**src/rtl/ahb_bridge_arbiter_if.sv**
```systemverilog
// rtl/ahb_bridge_arbiter_if.sv - request/grant bundle between AHB masters and the bridge arbiter
interface ahb_bridge_arbiter_if #(
  parameter int NUM_MASTERS = 4
);
  localparam int IDX_W = $clog2(NUM_MASTERS);

  logic [NUM_MASTERS-1:0] Hbusreq;
  logic [NUM_MASTERS-1:0] Hlock;
  logic [1:0]             Htrans;
  logic                   Hreadyout;
  logic [NUM_MASTERS-1:0] Hgrant;
  logic [IDX_W-1:0]       Hmaster;
  logic [IDX_W-1:0]       Hmaster_data;
  logic                   Hmastlock;

  // Requesting side: masters raise requests and see the muxed transfer state
  modport master (
    output Hbusreq, Hlock, Htrans, Hreadyout,
    input  Hgrant, Hmaster, Hmaster_data, Hmastlock
  );

  // Arbiter side: consumes requests, drives grant and owner indices
  modport slave (
    input  Hbusreq, Hlock, Htrans, Hreadyout,
    output Hgrant, Hmaster, Hmaster_data, Hmastlock
  );
endinterface

```
**src/rtl/ahb_bridge_arbiter.sv**
```systemverilog
// rtl/ahb_bridge_arbiter.sv - round-robin AHB arbiter sharing the AHB-to-APB bridge port
module ahb_bridge_arbiter #(
  parameter int NUM_MASTERS = 4,
  parameter int MAX_BEATS   = 16
) (
  input logic               Hclk,
  input logic               Hresetn,
  ahb_bridge_arbiter_if.slave bus
);
  localparam int                     IDX_W     = $clog2(NUM_MASTERS);
  localparam logic [7:0]             MAX_B     = 8'(MAX_BEATS);
  localparam logic [NUM_MASTERS-1:0] GRANT_M0  = {{(NUM_MASTERS-1){1'b0}}, 1'b1};
  localparam logic [1:0]             HT_IDLE   = 2'b00;
  localparam logic [1:0]             HT_NONSEQ = 2'b10;

  typedef enum logic [1:0] {
    ST_PARK   = 2'd0,
    ST_OWN    = 2'd1,
    ST_LOCKED = 2'd2
  } state_t;

  state_t                 state;
  state_t                 state_nxt;
  logic [NUM_MASTERS-1:0] grant_q;
  logic [IDX_W-1:0]       master_q;
  logic [IDX_W-1:0]       master_data_q;
  logic                   mastlock_q;
  logic [IDX_W-1:0]       rr_ptr;
  logic [7:0]             beat_cnt;

  logic [IDX_W-1:0]       pick_idx;
  logic [NUM_MASTERS-1:0] pick_oh;
  logic                   pick_lock;
  logic                   do_grant;
  logic                   park_zero;

  logic own_req;
  logic own_lock;
  logic others_req;
  logic any_req;
  logic boundary;
  logic count_beat;
  logic cap_hit;

  // Owner-relative views use the one-hot grant as a mask, so no variable indexing is needed
  assign own_req    = |(bus.Hbusreq & grant_q);
  assign own_lock   = |(bus.Hlock & grant_q);
  assign others_req = |(bus.Hbusreq & ~grant_q);
  assign any_req    = |bus.Hbusreq;
  assign boundary   = (bus.Htrans == HT_IDLE) || (bus.Htrans == HT_NONSEQ);
  assign count_beat = bus.Htrans[1];
  assign cap_hit    = (beat_cnt >= MAX_B);
  assign pick_lock  = |(bus.Hlock & pick_oh);

  // Round-robin search starting one past the last winner; the last winner is visited last
  always_comb begin
    int                     j;
    logic [NUM_MASTERS-1:0] cand;
    logic                   found;
    j        = 0;
    cand     = '0;
    found    = 1'b0;
    pick_idx = rr_ptr;
    pick_oh  = grant_q;
    for (int i = 1; i <= NUM_MASTERS; i++) begin
      j = int'(rr_ptr) + i;
      if (j >= NUM_MASTERS) j = j - NUM_MASTERS;
      cand = GRANT_M0 << j;
      if (!found && |(bus.Hbusreq & cand)) begin
        found    = 1'b1;
        pick_idx = IDX_W'(j);
        pick_oh  = cand;
      end
    end
  end

  // Arbitration decision: when to hand over, park or lock, evaluated for the coming ready edge
  always_comb begin
    state_nxt = state;
    do_grant  = 1'b0;
    park_zero = 1'b0;
    case (state)
      ST_PARK: begin
        if (any_req) begin
          do_grant  = 1'b1;
          state_nxt = pick_lock ? ST_LOCKED : ST_OWN;
        end
      end
      ST_OWN: begin
        if (boundary && !own_req) begin
          if (others_req) begin
            do_grant  = 1'b1;
            state_nxt = pick_lock ? ST_LOCKED : ST_OWN;
          end else begin
            state_nxt = ST_PARK;
          end
        end else if (own_lock) begin
          state_nxt = ST_LOCKED;
        end else if (boundary && cap_hit && others_req) begin
          do_grant  = 1'b1;
          state_nxt = pick_lock ? ST_LOCKED : ST_OWN;
        end
      end
      ST_LOCKED: begin
        if (boundary && !own_lock) begin
          state_nxt = ST_OWN;
          if (!own_req) begin
            if (others_req) begin
              do_grant  = 1'b1;
              state_nxt = pick_lock ? ST_LOCKED : ST_OWN;
            end else begin
              state_nxt = ST_PARK;
            end
          end else if (cap_hit && others_req) begin
            do_grant  = 1'b1;
            state_nxt = pick_lock ? ST_LOCKED : ST_OWN;
          end
        end
      end
      default: begin
        state_nxt = ST_PARK;
        park_zero = 1'b1;
      end
    endcase
  end

  // Registered FSM and outputs; nothing moves while the bridge inserts wait states
  always_ff @(posedge Hclk or negedge Hresetn) begin
    if (!Hresetn) begin
      state         <= ST_PARK;
      grant_q       <= GRANT_M0;
      master_q      <= '0;
      master_data_q <= '0;
      mastlock_q    <= 1'b0;
      rr_ptr        <= '0;
      beat_cnt      <= '0;
    end else if (bus.Hreadyout) begin
      state         <= state_nxt;
      master_data_q <= master_q;
      mastlock_q    <= (state_nxt == ST_LOCKED);
      if (park_zero) begin
        grant_q  <= GRANT_M0;
        master_q <= '0;
        rr_ptr   <= '0;
        beat_cnt <= '0;
      end else if (do_grant) begin
        grant_q  <= pick_oh;
        master_q <= pick_idx;
        rr_ptr   <= pick_idx;
        beat_cnt <= '0;
      end else if (count_beat && !cap_hit) begin
        beat_cnt <= beat_cnt + 8'd1;
      end
    end
  end

  assign bus.Hgrant       = grant_q;
  assign bus.Hmaster      = master_q;
  assign bus.Hmaster_data = master_data_q;
  assign bus.Hmastlock    = mastlock_q;
endmodule

```
**src/flat_wrapper.sv**
```systemverilog
// flat-port wrapper written by rule: the top's interface ports become plain ports
module ahb_bridge_arbiter_flat 
#(
  parameter int NUM_MASTERS = 4,
  parameter int MAX_BEATS   = 16
)
  (Hclk, Hresetn, bus_Hbusreq, bus_Hlock, bus_Htrans, bus_Hreadyout, bus_Hgrant, bus_Hmaster, bus_Hmaster_data, bus_Hmastlock);
  ahb_bridge_arbiter_if #(.NUM_MASTERS(NUM_MASTERS)) bus_i ();
  input logic Hclk;
  input logic Hresetn;
  input wire logic [$bits(bus_i.Hbusreq)-1:0] bus_Hbusreq;
  input wire logic [$bits(bus_i.Hlock)-1:0] bus_Hlock;
  input wire logic [$bits(bus_i.Htrans)-1:0] bus_Htrans;
  input wire logic [$bits(bus_i.Hreadyout)-1:0] bus_Hreadyout;
  output wire logic [$bits(bus_i.Hgrant)-1:0] bus_Hgrant;
  output wire logic [$bits(bus_i.Hmaster)-1:0] bus_Hmaster;
  output wire logic [$bits(bus_i.Hmaster_data)-1:0] bus_Hmaster_data;
  output wire logic [$bits(bus_i.Hmastlock)-1:0] bus_Hmastlock;
  assign bus_i.Hbusreq = bus_Hbusreq;
  assign bus_i.Hlock = bus_Hlock;
  assign bus_i.Htrans = bus_Htrans;
  assign bus_i.Hreadyout = bus_Hreadyout;
  assign bus_Hgrant = bus_i.Hgrant;
  assign bus_Hmaster = bus_i.Hmaster;
  assign bus_Hmaster_data = bus_i.Hmaster_data;
  assign bus_Hmastlock = bus_i.Hmastlock;
  ahb_bridge_arbiter #(.NUM_MASTERS(NUM_MASTERS), .MAX_BEATS(MAX_BEATS)) u_core (.Hclk(Hclk), .Hresetn(Hresetn), .bus(bus_i));
endmodule
```
**config.mk**
```make
export PLATFORM = sky130hd
export DESIGN_NAME = ahb_bridge_arbiter_flat
export DESIGN_NICKNAME = d
export VERILOG_FILES = /design/src/rtl/ahb_bridge_arbiter_if.sv /design/src/rtl/ahb_bridge_arbiter.sv /design/src/flat_wrapper.sv
export SDC_FILE = /design/constraint.sdc
export NUM_CORES = 1
export LEC_CHECK = 0
export CAP_MARGIN = 5
export CORE_MARGIN = 1.5
export CORE_UTILIZATION = 25
export DETAILED_ROUTE_END_ITERATION = 6
export GPL_ROUTABILITY_DRIVEN = 0
export PLACE_DENSITY_LB_ADDON = 0.25
export SYNTH_ARGS = -nofsm -noshare
export SYNTH_HDL_FRONTEND = slang
export SYNTH_SLANG_ARGS = --single-unit
```
**constraint.sdc**
```tcl
create_clock -name Hclk -period 2.8 [get_ports Hclk]
set_clock_uncertainty 0.05 [all_clocks]
set_input_delay 0.56 -clock Hclk [delete_from_list [all_inputs] [get_ports Hclk]]
set_output_delay 0.56 -clock Hclk [all_outputs]
set_load 0.02 [all_outputs]
```
== After elaboration in Yosys (flattened, before gate mapping) ==
Index checks and enable logic that the tools add are counted.

* Add/subtract/negate cells: 9
* $lt $le $gt $ge: 5
* Eq/ne operators: 7
* Shifts and indexed selects: 4
* Muxes and demuxes: 41
* Bitwise gates (word level): 9
* Reductions and logical operators: 31

{| class="wikitable"
|+ Operator list
! cell !! number
|-
| greater-or-equal comparator 32 x 4 -> 1 bit (second input constant) || 4
|-
| 2-to-1 mux 32 bit || 4
|-
| << shifter 1 x 32 -> 4 bit (first input constant) || 4
|-
| subtractor 32 x 4 -> 32 bit (second input constant) || 4
|-
| OR reduction 4 bit || 9
|-
| bitwise AND 4 bit || 8
|-
| 2-to-1 mux 2 bit || 15
|-
| 2-to-1 mux 4 bit || 6
|-
| 2-to-1 mux 8 bit || 3
|-
| 2-to-1 mux 1 bit || 11
|-
| logical AND 1 bit || 9
|-
| adder 8 x 1 -> 8 bit (second input constant) || 1
|-
| greater-or-equal comparator 8 x 5 -> 1 bit (second input constant) || 1
|-
| adder 2 x 2 -> 3 bit (second input constant) || 2
|-
| == test 2 bit (second input constant) || 3
|-
| logical NOT 1 bit || 6
|-
| != test 6 bit (second input constant) || 1
|-
| case mux 2 bit (3 select lines) || 1
|-
| adder 2 x 3 -> 4 bit (second input constant) || 1
|-
| logical NOT 2 bit || 2
|-
| NOT 4 bit || 1
|-
| AND reduction 2 bit || 2
|-
| adder 2 x 1 -> 3 bit (second input constant) || 1
|-
| != test 3 x 1 -> 1 bit (second input constant) || 1
|-
| other kinds (6) || 6
|}

* Register bits: 19
* Input bits: 13
* Word-level logic and storage cells: 112

== Longest topological paths before layout ==
* Depth in word-level cells: 24
* Gate-level depth with buffers: 11

== Least setup slack after synthesis ==
OpenSTA, ideal clock, no wires.

* Path type: register to register
* Start point: register, netlist name u_core.bus.Hmaster[0]
* End point: register u_core.state[0]
* Setup time: 129 ps
* Arrival: 2488 ps
* Required time: 2621 ps
* Setup slack: 133 ps
* Stages on the path, launching flop included: 11
* Buffers on the path: 1
* Clock period less this slack: 2667 ps
* Path through: dfrtp_1 inv_1 ha_1 buf_4 a22oi_1 nand2_2 mux2i_1 a221o_1 o32ai_2 nor2_1 a2bb2oi_2

{| class="wikitable"
|+ RTL lines
! element !! line !! text
|-
| end signal, assigned || ahb_bridge_arbiter.sv:138 || <nowiki>state <= state_nxt;</nowiki>
|-
| end, declared || ahb_bridge_arbiter.sv:22 || <nowiki>state_t state;</nowiki>
|}

== Final worst setup path ==
* Start point: input bus_Hbusreq[0]
* End point: register u_core.mastlock_q, in the netlist u_core.bus.Hmastlock

* Word-level cells in the longest chain between the ends: 20

{| class="wikitable"
|+ Ends and longest elaborated chain
! element !! line !! text
|-
| start, declared || flat_wrapper.sv:11 || <nowiki>input wire logic [$bits(bus_i.Hbusreq)-1:0] bus_Hbusreq;</nowiki>
|-
| bitwise AND 4 bit || ahb_bridge_arbiter.sv:69 || <nowiki>if (!found && |(bus.Hbusreq & cand)) begin</nowiki>
|-
| OR reduction 4 bit || ahb_bridge_arbiter.sv:69 ||
|-
| 2-to-1 mux 1 bit || ahb_bridge_arbiter.sv:69 ||
|-
| logical NOT 1 bit || ahb_bridge_arbiter.sv:69 ||
|-
| logical AND 1 bit || ahb_bridge_arbiter.sv:69 ||
|-
| 2-to-1 mux 1 bit || ahb_bridge_arbiter.sv:69 ||
|-
| logical NOT 1 bit || ahb_bridge_arbiter.sv:69 ||
|-
| logical AND 1 bit || ahb_bridge_arbiter.sv:69 ||
|-
| (+4 left out) || n/a ||
|-
| bitwise AND 4 bit || ahb_bridge_arbiter.sv:53 || <nowiki>assign pick_lock = |(bus.Hlock & pick_oh);</nowiki>
|-
| OR reduction 4 bit || ahb_bridge_arbiter.sv:53 ||
|-
| 2-to-1 mux 2 bit || n/a ||
|-
| 2-to-1 mux 2 bit, on equally long branches || n/a ||
|-
| 2-to-1 mux 2 bit, on equally long branches || ahb_bridge_arbiter.sv:107, ahb_bridge_arbiter.sv:97 ||
|-
| 2-to-1 mux 2 bit, on equally long branches || ahb_bridge_arbiter.sv:105, ahb_bridge_arbiter.sv:90 ||
|-
| case mux 2 bit (3 select lines) * || ahb_bridge_arbiter.sv:82 || <nowiki>case (state)</nowiki>
|-
| == test 2 bit * || ahb_bridge_arbiter.sv:140 || <nowiki>mastlock_q <= (state_nxt == ST_LOCKED);</nowiki>
|-
| end signal, assigned || ahb_bridge_arbiter.sv:140 ||
|-
| end, declared || ahb_bridge_arbiter.sv:27 || <nowiki>logic mastlock_q;</nowiki>
|}

Mark *: on every way between the ends. The rest lies on a longest branch, timed or not.
A chain may end at the register's enable or synchronous reset.

==> reports/summary.log <==
qor: route.drt.antenna.violating_nets 0
qor: power.p_leak 0.9865 nW
qor: placement.post-dp-hpwl 3820 µm
qor: sta.layout_min_cycle_time 2643 ps
qor: setup_path.timing.critical_path.slowest_cell_delay 680 ps
qor: sta.slew_headroom 69.36%
qor: setup_path.critical_path.cell_chain clkdlybuf4s50_1, a22oi_1, and2_1, buf_4, or3_1, a31oi_2, o32ai_2, a211oi_2, o21ai_0
qor: setup_path.slowest_stage clkdlybuf4s50_1
qor: logic_synthesis.synth.distinct_cells 60
qor: route.routed_via_density 5.470
qor: clock_network.root_buffer_cell clkbuf_8
qor: logic_synthesis.postSynth.asyncResetShare 100.0%
qor: sta.fmaxAchievable 378.4 MHz
qor: die.dieArea 0.007471 mm²
qor: sta.rsz0062_at_grt no
qor: clock_network.cts.clk_slew.worst_paths 70 ps
qor: setup_path.cpLargestDelayFamily buffers and inverters
qor: logic_synthesis.synth.net_count 219
qor: cells_and_area.mostFrequentLayoutCells buf_4, clkdlybuf4s50_1, dfrtp_1, nand2_1
qor: logic_synthesis.post_synth_fa_ha_maj_area_fraction 4.313%
qor: logic_synthesis.synth-warning-count 0
qor: logic_synthesis.synth.cell_area 0.001740 mm²
qor: clock_network.cts-hold-fix-buffers 0
qor: grt.first_global_vias 1,779
qor: setup_path.required 2890 ps
qor: logic_synthesis.synth-edff-count 0
qor: route.drt-met1-wl 2397 µm
qor: hold_path.holdPathEnd u_core.bus.Hmaster_data[1]$_DFFE_PN0P_
qor: sta.final.period_utilization 94.38%
qor: die.floorplan.core_area 0.006756 mm²
qor: grt.antenna_found_initial 0
qor: cells_and_area.nets 268
qor: cells_and_area.diodes 0
qor: die.ioPinCount 22
qor: route.met2RoutedLength 2295 µm
qor: power.p_int 1.482 mW
qor: setup_path.critPathArrivalTime 2730 ps
qor: setup_path.critPathLaunchType primary input
qor: power.net-switching-power 1.337 mW
qor: power.combinationalPowerShare 75.2%
qor: clock_network.cts_tree yes
qor: power.power_per_cell_area 1223 mW/mm²
qor: grt.largest_net_degree_at_the_start_of_global_routing 21
qor: clock_network.clock_latency 260 ps
qor: route.drtPass1Iterations 5
qor: route.dr_total_vias 1,794
qor: die.floorplan.initialDensity 25.76%
qor: outcome.run_status complete, no violations
qor: cells_and_area.drive_above_1_share 25.81%
qor: route.wl 4962 µm
qor: logic_synthesis.yosys_most_used_dff dfrtp_1
qor: logic_synthesis.postSynthAreaPerCell 8.702 µm²
qor: sta.hold_viol 0
qor: power.clock_power_share 7.0%
qor: logic_synthesis.fraction_of_the_mapped_netlist_area_in_compound_gates 36.23%
qor: sta.finalSetupViolations 0
qor: power.seq_power_share 17.8%
qor: cells_and_area.core_utilization_of_the_finished_layout 34.11%
qor: logic_synthesis.count_of_state_elements_after_synthesis 19
qor: hold_path.worst_hold_stages 1
qor: route.first_iter_violations 265
qor: logic_synthesis.post_synth_inst_count 200
qor: grt.global_route_overflow 0
qor: sta.finalSetupTns 0 ps
qor: grt.grt.total_usage 14.04%
qor: cells_and_area.area_delta_synth_final 32.42%
qor: grt.grt_first_pass_wirelength 8473 µm
qor: clock_network.cts_inserted_buffers 3
qor: setup_path.critical_path_fanout_max 9
qor: setup_path.r2r_start u_core.bus.Hmaster[1]$_DFFE_PN0P_
qor: placement.io_buffers 21
qor: power.power.share.switching 47.42%
qor: route.highest_layer met4
qor: cells_and_area.mostFrequentLayoutCell buf_4
qor: setup_path.worst_r2r_endpoint u_core.bus.Hmastlock$_DFFE_PN0P_
qor: hold_path.holdCritPathClass register to register
qor: setup_path.reg2reg_setup_slack 210 ps
qor: clock_network.clock_tree.buffer_depth 2
qor: sta.drv_slew 0
qor: route.wl_per_cell 15.13 µm
qor: clock_network.numClockSinks 19
qor: logic_synthesis.ys_seq_area_share 27.39%
qor: power.p_total 2.819 mW
qor: die.placementRows 30
qor: setup_path.critical_path_class primary input to register
qor: power.vdd_drop_max 0.4269 mV
qor: die.die_x_extent 86.44 µm
qor: die.die_h 86.44 µm
qor: route.drc 0
qor: sta.worst_slew_pin_tran 448.0 ps
qor: flow_run.drv_cap 0
qor: logic_synthesis.synth_mux_area_share 3.019%
qor: setup_path.cp_num_buf_inv 2
qor: hold_path.hold_start u_core.bus.Hmaster_data[1]$_DFFE_PN0P_
qor: clock_network.cts-htree-levels 1
qor: logic_synthesis.synth-simple-area-share 20.92%
qor: setup_path.worstRegToRegCells 9
qor: route.detailroute.wirelength.met3 191 µm
qor: logic_synthesis.post_synth_xor_area_fraction 1.006%
qor: setup_path.timing.critical_path.to_type register
qor: logic_synthesis.dominant_combinational_cell_family_by_area_after_synthesis compound AO/OA/AOI/OAI gates
## synthesized netlist by cell type, types with 6 or more instances
| cell type | number | area share [%] |
|---|---|---|
| a21oi_1 | 13 | 3.7 |
| a22o_1 | 11 | 5.5 |
| a22oi_1 | 6 | 2.6 |
| buf_2 | 6 | 1.7 |
| dfrtp_1 | 18 | 26 |
| ha_1 | 6 | 4.3 |
| inv_1 | 12 | 2.6 |
| nand2_1 | 16 | 3.5 |
| nand3_1 | 7 | 2.0 |
| nor2_1 | 13 | 2.8 |
| nor4_1 | 6 | 2.2 |
| o21ai_0 | 6 | 1.7 |
## routing by layer
layer / track usage [%] / vias up
li1: - / 871
met1: 18.90 / 867
met2: 23.44 / 50
met3: 2.190 / 6
met4: 3.666 / 0
met5: 0 / -
## area by class of cell
type / count / area [µm²]
Fill cell: 698 / 4452
Multi-Input combinational cell: 156 / 1156
Timing Repair Buffer: 57 / 480.5
Sequential cell: 19 / 478.0
Tap cell: 80 / 100.1
Clock buffer: 4 / 45.04
Inverter: 12 / 45.04
## state kept, by name (all words and copies together), names as in the netlist
register / flops
u_core.state: 2
u_core.bus.Hmaster_data: 2
u_core.bus.Hmastlock: 1
u_core.beat_cnt: 8
u_core.bus.Hmaster: 2
u_core.bus.Hgrant: 4
## cell families (layout without fill, tap and decap cells)
| family | Yosys count | count (layout) |
|---|---|---|
| AO/OA/AOI/OAI | 75 | 75 |
| AND/OR/NAND/NOR | 68 | 68 |
| buffers and inverters | 25 | 73 |
| flip-flops | 19 | 19 |
| adder cells (fa/ha/maj) | 6 | 6 |
| multiplexers | 5 | 5 |
| XOR/XNOR | 2 | 2 |
## worst max path at each step
stage	to	cells after the start	from	slack, ps
4_1_cts	u_core.bus.Hmastlock$_DFFE_PN0P_	11	u_core.bus.Hmaster[1]$_DFFE_PN0P_	130
2_1_floorplan	u_core.state[0]$_DFFE_PN0P_	10	u_core.bus.Hmaster[0]$_DFFE_PN0P_	130
6_report	u_core.bus.Hmastlock$_DFFE_PN0P_	9	bus_Hbusreq[0]	160
3_5_place_dp	u_core.bus.Hmastlock$_DFFE_PN0P_	9	bus_Hbusreq[0]	-100
5_1_grt	u_core.bus.Hmastlock$_DFFE_PN0P_	10	bus_Hbusreq[0]	20
3_3_place_gp	u_core.bus.Hmastlock$_DFFE_PN0P_	9	bus_Hbusreq[0]	-100
## timing repair
action,4_1_cts,5_1_grt
setup endpoints to repair,0,3
endpoints found under the hold margin,0,0
setup buffers,0,0
resized for setup,0,6
## power by group through the flow
stage	combinational (mW)	clock, mW	sequential, mW
floorplan	1.34	0	0.519
global placement	2.12	0	0.506
detailed placement	2.09	0	0.504
CTS	2.10	0.201	0.500
global route	2.34	0.219	0.517
finish	2.12	0.196	0.503
## metrics by stage
stage	hold WS (ps)	area, µm²	setup slack (ps)	std cells
2_1_floorplan	214.4	1740	133.0	200
3_3_place_gp	455.3	2242	-96.14	324
3_5_place_dp	448.9	2242	-96.28	324
4_1_cts	470.6	2287	126.8	328
5_1_grt	505.6	2305	20.23	328
6_report	473.7	2305	157.3	328
Power figures use the tool's default switching activity.
